## src/rtl/line_sequencer.sv

```systemverilog
// -----------------------------------------------------------------------------
// line_sequencer
//
// Command-side controller for a line_drawer. Accepts a line command over a
// valid/ready handshake, loads the drawer, forwards exactly
// max(|dx|,|dy|)+1 drawer pixels to the framebuffer write port, then pulses
// done for one cycle.
//
// Optional feature (macro LINE_SEQ_CLEAR_EN): a command with cmd_clear = 1
// sweeps the whole framebuffer in raster order with colour 0. Without the
// macro, cmd_clear is ignored and every command is drawn as a line.
//
// Parameters:
//   SCREEN_W, SCREEN_H : framebuffer size used by the clear sweep
//
// Ports:
//   clk, reset                 : clock, synchronous active-high reset
//   cmd_valid / cmd_ready      : command handshake (ready only in IDLE)
//   cmd_x0/y0/x1/y1, cmd_color : line endpoints and pixel colour
//   cmd_clear                  : full-screen clear request
//   drw_reset, drw_x0..drw_y1  : drawer control and endpoints
//   drw_x, drw_y               : current drawer pixel
//   pixel_x/y/color/write      : framebuffer write port
//   busy, done                 : command in progress / completion pulse
// -----------------------------------------------------------------------------
module line_sequencer #(
  parameter int SCREEN_W = 640,
  parameter int SCREEN_H = 480
) (
  input  logic       clk,
  input  logic       reset,
  input  logic       cmd_valid,
  output logic       cmd_ready,
  input  logic [9:0] cmd_x0,
  input  logic [9:0] cmd_x1,
  input  logic [8:0] cmd_y0,
  input  logic [8:0] cmd_y1,
  input  logic       cmd_color,
  input  logic       cmd_clear,
  output logic       drw_reset,
  output logic [9:0] drw_x0,
  output logic [9:0] drw_x1,
  output logic [8:0] drw_y0,
  output logic [8:0] drw_y1,
  input  logic [9:0] drw_x,
  input  logic [8:0] drw_y,
  output logic [9:0] pixel_x,
  output logic [8:0] pixel_y,
  output logic       pixel_color,
  output logic       pixel_write,
  output logic       busy,
  output logic       done
);

  typedef enum logic [2:0] {
    ST_IDLE  = 3'd0,
    ST_LOAD  = 3'd1,
    ST_DRAW  = 3'd2,
    ST_CLEAR = 3'd3,
    ST_DONE  = 3'd4
  } state_t;

  state_t      state_r;
  state_t      state_s;
  logic [9:0]  x0_r;
  logic [9:0]  x1_r;
  logic [8:0]  y0_r;
  logic [8:0]  y1_r;
  logic        color_r;
  logic [10:0] count_r;
  logic        accept_s;
  logic        clear_req_s;
  logic        clear_last_s;
  logic [9:0]  clr_x_s;
  logic [8:0]  clr_y_s;

  // Pixel count of a Bresenham line: the longer axis span plus one.
  function automatic logic [10:0] line_len(input logic [9:0] ax0, input logic [9:0] ax1,
                                           input logic [8:0] ay0, input logic [8:0] ay1);
    logic [9:0] dx;
    logic [8:0] dy;
    dx = (ax1 >= ax0) ? (ax1 - ax0) : (ax0 - ax1);
    dy = (ay1 >= ay0) ? (ay1 - ay0) : (ay0 - ay1);
    if ({1'b0, dy} > dx) begin
      line_len = {2'b00, dy} + 11'd1;
    end else begin
      line_len = {1'b0, dx} + 11'd1;
    end
  endfunction

  assign cmd_ready = (state_r == ST_IDLE);
  assign accept_s  = cmd_valid && (state_r == ST_IDLE);

  assign drw_x0 = x0_r;
  assign drw_x1 = x1_r;
  assign drw_y0 = y0_r;
  assign drw_y1 = y1_r;

`ifdef LINE_SEQ_CLEAR_EN
  logic [9:0] clr_x_r;
  logic [8:0] clr_y_r;

  assign clear_req_s  = cmd_clear;
  assign clear_last_s = (clr_x_r == 10'(SCREEN_W - 1)) && (clr_y_r == 9'(SCREEN_H - 1));
  assign clr_x_s      = clr_x_r;
  assign clr_y_s      = clr_y_r;

  // Raster sweep counters: x is the inner loop, y the outer one.
  always_ff @(posedge clk) begin
    if (reset) begin
      clr_x_r <= 10'd0;
      clr_y_r <= 9'd0;
    end else if (accept_s) begin
      clr_x_r <= 10'd0;
      clr_y_r <= 9'd0;
    end else if (state_r == ST_CLEAR) begin
      if (clr_x_r == 10'(SCREEN_W - 1)) begin
        clr_x_r <= 10'd0;
        clr_y_r <= clr_y_r + 9'd1;
      end else begin
        clr_x_r <= clr_x_r + 10'd1;
      end
    end
  end
`else
  // Clear support compiled out: the request and screen size go unused.
  localparam int unused_dims_lp = SCREEN_W * SCREEN_H;
  logic unused_clear_s;

  assign unused_clear_s = cmd_clear;
  assign clear_req_s    = 1'b0;
  assign clear_last_s   = 1'b1;
  assign clr_x_s        = 10'd0;
  assign clr_y_s        = 9'd0;
`endif

  // State register, command capture and per-line pixel countdown.
  always_ff @(posedge clk) begin
    if (reset) begin
      state_r <= ST_IDLE;
      x0_r    <= 10'd0;
      x1_r    <= 10'd0;
      y0_r    <= 9'd0;
      y1_r    <= 9'd0;
      color_r <= 1'b0;
      count_r <= 11'd0;
    end else begin
      state_r <= state_s;
      if (accept_s) begin
        x0_r    <= cmd_x0;
        x1_r    <= cmd_x1;
        y0_r    <= cmd_y0;
        y1_r    <= cmd_y1;
        color_r <= cmd_color;
        count_r <= line_len(cmd_x0, cmd_x1, cmd_y0, cmd_y1);
      end else if (state_r == ST_DRAW) begin
        count_r <= count_r - 11'd1;
      end
    end
  end

  // Next-state logic.
  always_comb begin
    state_s = state_r;
    case (state_r)
      ST_IDLE: begin
        if (accept_s) begin
          if (clear_req_s) begin
            state_s = ST_CLEAR;
          end else begin
            state_s = ST_LOAD;
          end
        end else begin
          state_s = ST_IDLE;
        end
      end
      ST_LOAD: state_s = ST_DRAW;
      ST_DRAW: begin
        // count_r holds the writes still to do, including this cycle's.
        if (count_r == 11'd1) begin
          state_s = ST_DONE;
        end else begin
          state_s = ST_DRAW;
        end
      end
      ST_CLEAR: begin
        if (clear_last_s) begin
          state_s = ST_DONE;
        end else begin
          state_s = ST_CLEAR;
        end
      end
      ST_DONE: state_s = ST_IDLE;
      default: state_s = ST_IDLE;
    endcase
  end

  // Output decode; pixel data passes straight through from the drawer.
  always_comb begin
    drw_reset   = 1'b1;
    pixel_write = 1'b0;
    pixel_x     = 10'd0;
    pixel_y     = 9'd0;
    pixel_color = 1'b0;
    busy        = 1'b1;
    done        = 1'b0;
    case (state_r)
      ST_IDLE: busy = 1'b0;
      ST_LOAD: busy = 1'b1;
      ST_DRAW: begin
        drw_reset   = 1'b0;
        pixel_write = 1'b1;
        pixel_x     = drw_x;
        pixel_y     = drw_y;
        pixel_color = color_r;
      end
      ST_CLEAR: begin
        pixel_write = 1'b1;
        pixel_x     = clr_x_s;
        pixel_y     = clr_y_s;
      end
      ST_DONE: done = 1'b1;
      default: busy = 1'b0;
    endcase
  end

endmodule
```

## config.mk

```make
export PLATFORM = sky130hd
export DESIGN_NAME = line_sequencer
export DESIGN_NICKNAME = d
export VERILOG_FILES = /design/src/rtl/line_sequencer.sv
export SDC_FILE = /design/constraint.sdc
export NUM_CORES = 1
export LEC_CHECK = 0
export ABC_CLOCK_PERIOD_IN_PS = 7120
export CAP_MARGIN = 20
export CORE_MARGIN = 4
export CORE_UTILIZATION = 47
export DETAILED_ROUTE_END_ITERATION = 8
export PLACE_DENSITY = 0.88
export SLEW_MARGIN = 10
export SYNTH_ARGS = -nofsm -noshare
export SYNTH_HDL_FRONTEND = slang
export SYNTH_SLANG_ARGS = --single-unit
```

## constraint.sdc

```tcl
create_clock -name clk -period 7.12 [get_ports clk]
set_input_delay 1.78 -clock clk [delete_from_list [all_inputs] [get_ports clk]]
set_output_delay 1.78 -clock clk [all_outputs]
set_load 0.05 [all_outputs]
```

; Word-level counts from Yosys, hierarchy flattened
; Cells that the tools add are included.
[word_totals]
ff_bits = 53
latchBits = 0
mem_bits_rw = 0
rom_bits = 0
inputBits = 62
out_inout_bits = 63
word_cells = 42
mem_count = 0
[classes]
addsub = 7
mul = 0
n_div = 0
order_cmp = 3
n_eq_ne = 5
n_shift = 0
muxes = 15
n_bitwise = 0
n_reduce_logical = 5
[op_table]
columns = cell, count
row1 = 11-bit 2-to-1 mux, 3
row2 = 10-bit 2-to-1 mux, 2
row3 = 10-bit subtractor, 2
row4 = 9-bit 2-to-1 mux, 2
row5 = 9-bit subtractor, 2
row6 = 3-bit case mux with 4 select lines, 1
row7 = 10-bit by 1-bit adder with 11-bit output (second input constant), 1
row8 = 11-bit by 1-bit == test with 1-bit output (second input constant), 1
row9 = 11-bit by 1-bit subtractor with 11-bit output (second input constant), 1
row10 = 9-bit by 1-bit adder with 10-bit output (second input constant), 1
row11 = 10-bit greater-or-equal comparator, 1
row12 = 9-bit by 10-bit > comparator with 1-bit output, 1
row13 = 9-bit greater-or-equal comparator, 1
row14 = 3-bit by 2-bit == test with 1-bit output (second input constant), 2
row15 = 1-bit 2-to-1 mux, 6
row16 = 4-bit OR reduction, 1
row17 = 3-bit by 1-bit == test with 1-bit output (second input constant), 1
row18 = 3-bit == test (second input constant), 1
row19 = 3-bit zero test, 1
row20 = 3-bit 2-to-1 mux, 1
row21 = 2-bit nonzero test, 1
row22 = 2-bit OR reduction, 1
row23 = 1-bit logical AND, 1

; Longest topological paths before layout
; Gate-level depths: netlist (run 1).
[logic_depth]
depth_word = 5
ltp_mapped = 23
mapped_depth_nobuf = 21

; Worst setup path before layout (run 1)
; No wires, ideal clock.
[synth_path]
path_kind = in2reg
start = in cmd_y0[6]
end = reg count_r[3]
setup_ps = 137
t_arrival_ps = 5824
t_required_ps = 6983
slack_ps = 1159
path_stages = 21
n_path_buf = 3
cell_sequence = inv_1 > ha_1 > buf_4 > a21o_1 > a21boi_0 > o221a_1 > buf_6 > mux2_2 > a221oi_1 > a21boi_0 > a211oi_1 > xor2_1 > inv_1 > ha_1 > nand3_1 > or2_2 > or3_1 > o22ai_2 > buf_6 > mux2i_1 > a211oi_1
[synth_between]
elab_chain_cells = 5
word_cells_on_any_way = 8
cone_classes = add/sub (3) / order compare (2) / mux (3)
[synth_lines]
columns = element, line
row1 = from (decl), 36  ; input logic [8:0] cmd_y0,
row2 = 9-bit subtractor / 9-bit greater-or-equal comparator (equally long branches), 83  ; dy = (ay1 >= ay0) ? (ay1 - ay0) : (ay0 - ay1);
row3 = 9-bit 2-to-1 mux (*), 83
row4 = 9-bit by 10-bit > comparator with 1-bit output / 9-bit by 1-bit adder with 10-bit output (equally long branches), "84, 85"
row5 = 11-bit 2-to-1 mux (*), 84  ; if ({1'b0, dy} > dx) begin
row6 = 11-bit 2-to-1 mux (*), 149  ; if (accept_s) begin
row7 = to (signal assigned), 155  ; count_r <= line_len(cmd_x0, cmd_x1, cmd_y0, cmd_y1);
row8 = to (signal assigned), 157  ; count_r <= count_r - 11'd1;
row9 = to (decl), 70  ; logic [10:0] count_r;
; Mark *: on every way between the ends. The rest lies on a longest branch, timed or not.
; A chain may end at the register's enable or synchronous reset.

; Worst setup path in the final report (run 1)
[layout_path]
start = in cmd_y0[6]
end = reg count_r[2]
; The elaborated chain is that of the path after synthesis.

==> results of run 1 <==
## kinds of logic after synthesis
logic type      after synthesis  share of synthesized area, %
compound gates              147                         20.94
xor+xnor                     35                         7.017
fa+ha+maj                    53                         15.43
buf+inv                      81                         7.408
flops                        53                         23.71
mux                          19                         4.613
simple gates                193                         20.88
## sequential cells by signal, summed over array words and instances, names as in the netlist
name,cells
drw_x0,10
count_r,11
state_r,3
drw_y1,9
drw_x1,10
drw_y0,9
color_r,1
## how the worst min path moves through the flow
stage	from	endpoint	depth (start not counted)
after global routing	drw_x1[3]$_SDFFE_PP0P_	drw_x1[3]$_SDFFE_PP0P_	2
after global placement	color_r$_SDFFE_PP0P_	color_r$_SDFFE_PP0P_	2
after detailed placement	drw_y0[6]$_SDFFE_PP0P_	drw_y0[6]$_SDFFE_PP0P_	2
after floorplan	color_r$_SDFFE_PP0P_	color_r$_SDFFE_PP0P_	2
after CTS	drw_y0[6]$_SDFFE_PP0P_	drw_y0[6]$_SDFFE_PP0P_	2
final	drw_y0[6]$_SDFFE_PP0P_	drw_y0[6]$_SDFFE_PP0P_	2
## power by group through the flow
stage | clock (uW) | sequential (uW) | combinational (uW)
after floorplan | 0 | 404 | 391
after global placement | 0 | 353 | 591
after detailed placement | 0 | 355 | 609
after CTS | 247 | 349 | 614
after global routing | 260 | 354 | 674
final | 243 | 349 | 615
## layout make-up
class                      instances  area [sq um]
clock inverter                     3         65.06
inverter                          54         202.7
tap                              129         161.4
fill                             802          3333
timing repair buffer             128          1264
multi-input combinational        447          3084
sequential                        53          1061
clock buffer                       5         68.82
## cells in the final DEF, fill, tap and decap left out, drive strengths merged, types with 14 or more instances in the layout
cell type        n
nor2            15
ha              48
xnor2           21
inv             54
a21o            17
dfxtp           53
xor2            14
and2            25
mux2i           16
a21oi           72
clkdlybuf4s50  122
nand2           94
## synthesized netlist by cell type (all sizes together) (4+ instances only)
cell type	instances
nor2	15
nand2b	4
a21oi	72
xnor2	21
inv	54
nand4	4
xor2	14
dfxtp	53
o21ai	9
mux2i	16
clkbuf	20
nand3	10
a21o	17
or3	6
buf	7
a211oi	12
nor3	12
a31oi	11
ha	48
and3	7
and2	25
nand2	94
fa	4
## stage by stage
step | power, uW | hold slack [ps]
CTS | 1210 | 461.8
finish | 1207 | 459.8
global route | 1288 | 482.2
global placement | 944.5 | 438.2
detailed placement | 964.5 | 447.9
floorplan | 794.7 | 431.7
## metal layers
layer	vias to the layer above	wire length, microns	global-route usage, %
li1	2206	-	-
met2	158	6096	38.16
met3	21	683	2.878
met5	-	0	0
met1	2044	5085	26.16
met4	0	177	6.753
## critical path: stages
cell	delay [ps]
clkdlybuf4s50_1	510
inv_1	60
ha_1	420
a21o_1	250
a21boi_0	280
o221a_1	310
mux2_2	370
a221oi_1	250
a21boi_0	120
a211oi_1	230
xor2_1	290
inv_1	80
ha_1	300
nand3_1	120
or2_2	330
or3_1	390
o22ai_2	110
buf_4	240
mux2i_1	300
a21oi_1	110
==> impl_metrics.py, run 1 <==
metrics = {
    "layout": {
        "final_core_util_pct": 63.93,
        "diodes": 0,
        "final_layout_size_suffix_gt1_share_pct": 4.348,
        "stdcell_count": 819,
        "area.growth.synth_to_final_pct": 31.98,
        "fin_nets": 803,
        "fin_area_sq_um": 5907,
    },
    "sta": {
        "setup_tns_ps": 0,
        "rsz0062_at_grt": "false",
        "fmax_ghz": 0.1491,
        "skew_ps": 3.272,
        "fin_crit_ps": 6705,
        "maxSlewHeadroom_pct": 33.18,
        "setup_slack_ps": 415.0,
        "finalMaxSlewViolations": 0,
        "tightest_slew_ps": 1002,
        "fin_crit_sh_pct": 94.17,
        "setup_viol": 0,
        "hold_viol": 0,
    },
    "worst_setup_path": {
        "r2r-start": "state_r[1]$_SDFF_PP0_",
        "critPathLaunchType": "input pin",
        "endpoint_kind": "register",
        "cp-startpoint": "cmd_y0[6]",
        "cp.required_ps": 7270,
        "r2r_end": "count_r[7]$_SDFFE_PP0P_",
        "reg2reg_slack_ps": 4540,
        "path_class": "input pin to register",
        "rr_worst_depth": 7,
        "cp.arrival_ps": 6860,
        "critical_path.endpoint": "count_r[2]$_SDFFE_PP0P_",
        "critPathMaxFanout": 13,
    },
    "placed_design": {
        "place_worst_setup_slack_ps": 118.1,
        "placed_cells": 811,
        "place_hpwl_mm": 9.367,
        "numPortBuffers": 123,
        "gp_congestion": 0.9092,
        "placed_cell_area_sq_um": 5773,
    },
    "power_and_ir_drop": {
        "p_sw_uw": 491.1,
        "switching_share_pct": 40.70,
        "p_seq_share_pct": 28.9,
        "p_int_uw": 715.6,
        "p_leak_uw": 0.002580,
        "p_comb_share_pct": 51.0,
        "powerDensity_nw_per_um2": 204.3,
        "clockPowerShare_pct": 20.1,
        "ir_drop_v": 0.0001334,
    },
    "floorplanning": {
        "start_util_pct": 48.44,
        "die-area_sq_um": 11150,
        "die_w_microns": 105.6,
        "std_cell_rows": 35,
        "core_area_sq_um": 9240,
        "pin_count": 125,
        "fp.dieH_microns": 105.6,
    },
    "clock_network": {
        "ctsHoldBuffers": 0,
        "path_clk_slew_ps": 100,
        "htreeDepth": 2,
        "cts_buffer_depth": 2,
        "tritoncts": "built",
        "cts_resized": 0,
        "cts.sinks": 53,
        "cts_setup_buffers": 0,
        "clockRootBuffer": "clkbuf_8",
        "cts_buffers": 5,
        "clk_latency_ps": 310,
    },
    "global_routing": {
        "grt_max_degree": 55,
        "grt_pass1_wl_mm": 20.19,
        "grt_usage_pct": 21.26,
        "overflow": 0,
        "grt_pass1_vias": 4326,
        "antenna_found_initial": 0,
    },
    "logic_synthesis": {
        "syn_avg_cell_area_sq_um": 7.703,
        "synth.largest_area_cell": "dfxtp_1",
        "synthCells": 581,
        "synth_cell_types": 62,
        "synth_edf_count": 0,
        "synth.area.top_cells": "dfxtp_1 (24%), ha_1 (13%), a21oi_1 (8.1%)",
        "seq_area_frac_synth_pct": 23.71,
        "syn-cell-area_sq_um": 4476,
        "async_reset_ff_share_pct": 0,
        "ys.flop_type": "dfxtp_1",
        "syn-num-nets": 695,
        "synth_top_area_share_pct": 23.71,
        "ys_ff_latch": 53,
        "synth-warning-count": 0,
    },
    "drt": {
        "ant_nets": 0,
        "drt_iter0_markers": 237,
        "routedWlPerCell_microns": 14.70,
        "via_per_inst": 5.408,
        "wl_mm": 12.04,
        "vias": 4429,
        "drt_first_pass_iters": 6,
        "drc": 0,
    },
    "worst_hold_path": {
        "hp-class": "register to register",
    },
    "run_status": {
        "status": "finished, final reports clean",
    },
    "job": {
        "maxCapViolCount": 0,
    },
}
Note: power is estimated with default switching activity, not from simulation.
==> inputs of run 2 (changes only) <==
--- a/config.mk
+++ b/config.mk
@@ -11,6 +11,7 @@
 export CORE_UTILIZATION = 47
 export DETAILED_ROUTE_END_ITERATION = 8
 export PLACE_DENSITY = 0.88
+export REMOVE_ABC_BUFFERS = 1
 export SLEW_MARGIN = 10
 export SYNTH_ARGS = -nofsm -noshare
 export SYNTH_HDL_FRONTEND = slang
==> run 2 against run 1 <==
Net effect:
- clock skew rose by 8.7 ps
- register-to-register slack got worse by 70 ps
- clock power down 27%
- largest power group unchanged
- power down 4.8%
- global-route usage is 1.1 points lower
- first-iteration DRC count increased by 2.5%
- highest routed layer unchanged
- utilization fell by 0.23 points
- combinational power up 1%
==> impl_metrics.py, run 2 (synthesized netlist as in run 1, its figures left out) <==
metrics = {
    "run_status": {
        "status": "finished, final reports clean",
    },
    "clock_network": {
        "cts_setup_buffers": 0,
        "cts_buffer_depth": 2,
        "clk_latency_ps": 320,
        "cts_buffers": 5,
        "htreeDepth": 2,
        "cts.sinks": 53,
        "tritoncts": "built",
        "clockRootBuffer": "clkbuf_8",
        "path_clk_slew_ps": 110,
    },
    "drt": {
        "drt_first_pass_iters": 8,
        "ant_nets": 0,
        "vias": 4433,
        "drc": 0,
        "drt_iter0_markers": 243,
        "via_per_inst": 5.406,
        "routedWlPerCell_microns": 14.13,
        "wl_mm": 11.59,
    },
    "global_routing": {
        "met1_usage_pct": 24.58,
        "met2_usage_pct": 35.25,
        "grt_use_met3_pct": 4.042,
        "grt_usage_pct": 20.14,
        "antenna_found_initial": 0,
        "grt_max_degree": 55,
        "grt_pass1_vias": 4327,
        "grt-busiest-layer": "met2",
        "grt_pass1_wl_mm": 19.37,
        "overflow": 0,
    },
    "sta": {
        "hold_viol": 0,
        "rsz0062_at_grt": "false",
        "maxSlewHeadroom_pct": 35.16,
        "setup_viol": 0,
        "finalMaxSlewViolations": 0,
        "tightest_slew_ps": 972.6,
        "hold_ws_ps": 457.9,
        "fin_crit_ps": 6713,
        "setup_tns_ps": 0,
        "fmax_ghz": 0.1490,
        "fin_crit_sh_pct": 94.29,
        "skew_ps": 12.00,
    },
    "floorplanning": {
        "core_area_sq_um": 9240,
        "die_w_microns": 105.6,
        "pin_count": 125,
        "fp.dieH_microns": 105.6,
        "die-area_sq_um": 11150,
        "std_cell_rows": 35,
        "start_util_pct": 48.44,
    },
    "worst_setup_path": {
        "critPathSlowestCell": "clkdlybuf4s50_1",
        "cp.required_ps": 7340,
        "endpoint_kind": "register",
        "path_class": "input pin to register",
        "cp.arrival_ps": 6930,
        "path_buf_inv": 4,
        "critPathMaxStageDelay_ps": 510,
        "path_cells": "clkdlybuf4s50_1 -> inv_1 -> ha_1 -> a21o_1 -> a21boi_0 -> o221a_1 -> mux2_2 -> a221oi_1 -> a21boi_0 -> a211oi_1 -> xor2_1 -> inv_1 -> ha_1 -> nand3_1 -> or2_2 -> or3_1 -> o22ai_4 -> buf_4 -> a31oi_1 -> o31a_1",
        "reg2reg_slack_ps": 4470,
        "critPathMaxFanout": 9,
        "cpLargestDelayFamily": "compound AO/OA/AOI/OAI gates",
        "critPathLaunchType": "input pin",
    },
    "layout": {
        "layout_common_cells": "clkdlybuf4s50_1 (122), nand2_1 (94), a21oi_1 (72)",
        "n_fill_cell": 769,
        "fin_nets": 804,
        "diodes": 0,
        "area.growth.synth_to_final_pct": 31.51,
        "regMostFlops": "count_r",
        "largest_reg_flops": 11,
        "final_layout_size_suffix_gt1_share_pct": 4.631,
        "layout_commonest_cell": "clkdlybuf4s50_1",
    },
    "placed_design": {
        "numPortBuffers": 123,
        "place_hpwl_mm": 8.940,
        "gp_congestion": 0.9041,
    },
    "power_and_ir_drop": {
        "powerDensity_nw_per_um2": 195.2,
        "ir_drop_v": 0.0001009,
        "p_leak_uw": 0.002560,
    },
    "job": {
        "maxCapViolCount": 0,
    },
    "worst_hold_path": {
        "hp-class": "register to register",
    },
}
==> run 2: cell count changes in the layout (fill, tap and decap cells not counted), sizes merged <==
cell	delta
clkinv	-1
buf	+1
bufinv	-2
clkinvlp	+3
==> run 2: layout make-up <==
cell class	instances	area (sq um)	share of cell area, %
multi-input cells	447	3098	52.64
repair buffers	129	1271	21.60
flip-flops and latches	53	1061	18.03
inverters	54	202.7	3.444
well taps	129	161.4	2.742
clock buffers	5	68.82	1.169
clock inverters	3	22.52	0.3827
==> run 2: path summary, 6_finish.rpt <==
kind                                from                       to  cells after the start
setup / recovery               cmd_y0[6]  count_r[7]$_SDFFE_PP0P_                     20
hold / removal    drw_x1[6]$_SDFFE_PP0P_   drw_x1[6]$_SDFFE_PP0P_                      2
setup reg to reg   state_r[1]$_SDFF_PP0_  count_r[7]$_SDFFE_PP0P_                      7
hold reg to reg   drw_x1[6]$_SDFFE_PP0P_   drw_x1[6]$_SDFFE_PP0P_                      2
==> run 2: per-layer routing <==
metal	share of wire, %	up-vias
li1	-	2210
met1	42	2020
met2	48	175
met3	7.2	28
met4	2.2	0
met5	0	-
==> run 2: report_power, final <==
group / total, uW / internal (uW) / leakage (uW) / switching [uW]
sequential: 348 / 327 / 0.000436 / 21.0
clock: 177 / 69.3 / 0.0000364 / 107
combinational: 624 / 253 / 0.00209 / 372
total: 1150 / 649 / 0.00256 / 500
==> run 2: per-stage QoR <==
stage	instances	setup slack, ps	utilization, %	total power (uW)	area (sq um)
2_1_floorplan	554	848.5	-	777.4	4347
3_3_place_gp	812	321.7	62.56	943.4	5781
3_5_place_dp	812	36.71	62.56	963.2	5781
4_1_cts	820	393.5	63.55	1145	5872
5_1_grt	820	32.60	63.70	1227	5886
6_report	820	406.8	63.70	1149	5886
==> run 2: timing repair <==
item,CTS,global route
hold buffers,0,0
resized for setup,0,2
setup endpoints to repair,0,3
hold endpoints to repair,0,0
==> run 2: worst reg2reg max path: stages, from the launching register on <==
cell and delay (ps):
dfxtp_1 370, nor3_1 380, and2_2 850, nor2_1 280, o21ba_2 310, o21ai_0 90, a31oi_1 170, o31a_1 160
==> inputs of run 3 (changes only) <==
--- a/config.mk
+++ b/config.mk
@@ -9,9 +9,12 @@
 export CAP_MARGIN = 20
 export CORE_MARGIN = 4
 export CORE_UTILIZATION = 47
+export CTS_CLUSTER_SIZE = 16
 export DETAILED_ROUTE_END_ITERATION = 8
 export PLACE_DENSITY = 0.88
+export RECOVER_POWER = 50
 export REMOVE_ABC_BUFFERS = 1
+export SETUP_SLACK_MARGIN = 0.1
 export SLEW_MARGIN = 10
 export SYNTH_ARGS = -nofsm -noshare
 export SYNTH_HDL_FRONTEND = slang
==> run 3 against run 2 <==
Net effect:
- the run now ends with capacitance limit, slew limit left
- flip-flop and latch count is the same
- count of clock-buffer cells in the layout is the same
- via count is the same
- largest cell class unchanged
- utilization is essentially flat
- highest routed layer unchanged
- wire length grew 0.14%
- maximum frequency is essentially flat
- final cell count is the same
- hold slack is essentially flat
- global-route usage is the same
- sequential power is essentially flat
- non-clock buffer count is the same
==> impl_metrics.py, run 3 (synthesized netlist as in run 1, its figures left out) <==
metrics = {
    "layout": {
        "layout_common_cells": "clkdlybuf4s50_1 (105), nand2_1 (94), a21oi_1 (72)",
        "largest_reg_flops": 11,
        "regMostFlops": "count_r",
        "fin_area_sq_um": 5882,
        "fin_nets": 804,
        "final_layout_size_suffix_gt1_share_pct": 4.486,
        "layout_commonest_cell": "clkdlybuf4s50_1",
        "area.growth.synth_to_final_pct": 31.42,
        "diodes": 0,
    },
    "drt": {
        "drt_iter0_markers": 241,
        "drc": 0,
        "ant_nets": 0,
        "drt_first_pass_iters": 7,
        "routedWlPerCell_microns": 14.15,
        "vias": 4433,
        "via_per_inst": 5.406,
        "wl_mm": 11.60,
    },
    "global_routing": {
        "grt_pass1_vias": 4327,
        "antenna_found_initial": 0,
        "met2_usage_pct": 35.25,
        "grt-busiest-layer": "met2",
        "overflow": 0,
        "grt_pass1_wl_mm": 19.37,
        "grt_usage_pct": 20.14,
        "grt_max_degree": 55,
        "grt_use_met3_pct": 4.042,
        "met1_usage_pct": 24.58,
    },
    "floorplanning": {
        "fp.dieH_microns": 105.6,
        "pin_count": 125,
        "start_util_pct": 48.44,
        "core_area_sq_um": 9240,
        "die_w_microns": 105.6,
        "die-area_sq_um": 11150,
        "std_cell_rows": 35,
    },
    "worst_setup_path": {
        "critPathSlowestCell": "clkdlybuf4s50_1",
        "cp.required_ps": 7330,
        "critPathMaxFanout": 9,
        "critPathMaxStageDelay_ps": 510,
        "path_class": "input pin to register",
        "critPathLaunchType": "input pin",
        "cp.arrival_ps": 6930,
        "endpoint_kind": "register",
        "path_cells": "clkdlybuf4s50_1 -> inv_1 -> ha_1 -> a21o_1 -> a21boi_0 -> o221a_1 -> mux2_2 -> a221oi_1 -> a21boi_0 -> a211oi_1 -> xor2_1 -> inv_1 -> ha_1 -> nand3_1 -> or2_2 -> or3_1 -> o22ai_4 -> buf_4 -> a31oi_1 -> o31a_1",
    },
    "clock_network": {
        "cts_buffers": 5,
        "clk_latency_ps": 320,
        "cts_buffer_depth": 2,
        "ctsHoldBuffers": 0,
        "tritoncts": "built",
        "htreeDepth": 2,
        "cts_setup_buffers": 0,
        "clockRootBuffer": "clkbuf_8",
        "path_clk_slew_ps": 110,
        "cts.sinks": 53,
    },
    "sta": {
        "fin_crit_ps": 6713,
        "setup_tns_ps": 0,
        "finalMaxSlewViolations": 45,
        "maxSlewHeadroom_pct": -28.64,
        "tightest_slew_ps": 1930,
        "fmax_ghz": 0.1490,
        "hold_ws_ps": 457.4,
        "fin_crit_sh_pct": 94.28,
        "hold_viol": 0,
        "skew_ps": 9.552,
        "rsz0062_at_grt": "true",
        "setup_viol": 0,
    },
    "job": {
        "maxCapViolCount": 1,
    },
    "power_and_ir_drop": {
        "powerDensity_nw_per_um2": 194.9,
        "ir_drop_v": 0.0001015,
        "p_leak_uw": 0.002601,
        "power_uw": 1146,
    },
    "run_status": {
        "violations": "capacitance limit, slew limit",
        "status": "finished with violations",
    },
    "worst_hold_path": {
        "hp-class": "register to register",
    },
    "placed_design": {
        "placed_cell_area_sq_um": 5781,
        "place_hpwl_mm": 8.940,
        "gp_congestion": 0.9041,
        "numPortBuffers": 123,
    },
}
## run 3: changes by cell type in the layout (fill, tap and decap cells not counted)
cell	delta
clkbuf_1	+1
buf_4	-1
dlygate4sd3_1	+17
clkdlybuf4s50_1	-17
## run 3: area by class of cell
cell class	instances	area [sq um]
Multi-Input combinational cell	447	3098
Tap cell	129	161.4
Fill cell	769	3358
Clock inverter	3	22.52
Sequential cell	53	1061
Inverter	54	202.7
Clock buffer	5	68.82
Timing Repair Buffer	129	1267
## run 3: metal layers
layer	up-vias	part of all wire, %
met5	-	0
met4	0	1.9
met3	24	7.7
met2	189	48
met1	2005	42
li1	2215	-
## run 3: worst paths after layout
| check | start | to | slack (ps) | depth (start not counted) |
|---|---|---|---|---|
| min reg2reg | drw_y0[7]$_SDFFE_PP0P_ | drw_y0[7]$_SDFFE_PP0P_ | 460 | 2 |
| max | cmd_y0[6] | count_r[7]$_SDFFE_PP0P_ | 410 | 20 |
| min | drw_y0[7]$_SDFFE_PP0P_ | drw_y0[7]$_SDFFE_PP0P_ | 460 | 2 |
| max reg2reg | state_r[0]$_SDFF_PP0_ | count_r[9]$_SDFFE_PP0P_ | 4230 | 7 |
## run 3: per-stage QoR
step	util, %	instances	worst slack [ps]
after CTS	63.55	820	393.5
after detailed placement	62.56	812	36.71
final	63.66	820	407.0
after global placement	62.56	812	321.7
after floorplan	-	554	848.5
after global routing	63.66	820	29.35
## run 3: report_power, final
part           total, uW  internal, uW  switching [uW]
combinational        622           250             372
sequential           348           327            20.7
clock                177          69.3             108
## run 3: timing repair
action,4_1_cts,5_1_grt
endpoints found under the setup margin,0,10
resized for setup,0,2
hold endpoints to repair,0,0
## run 3: worst max-delay path, delay by kind of cell
kind	cells	cell delay [ps]
and+or+nand+nor	3	840
muxes	1	360
buffers and inverters	4	870
AOI/OAI and AO/OA	9	2060
xor gates and xnor gates	1	280
adders and majority gates	2	740
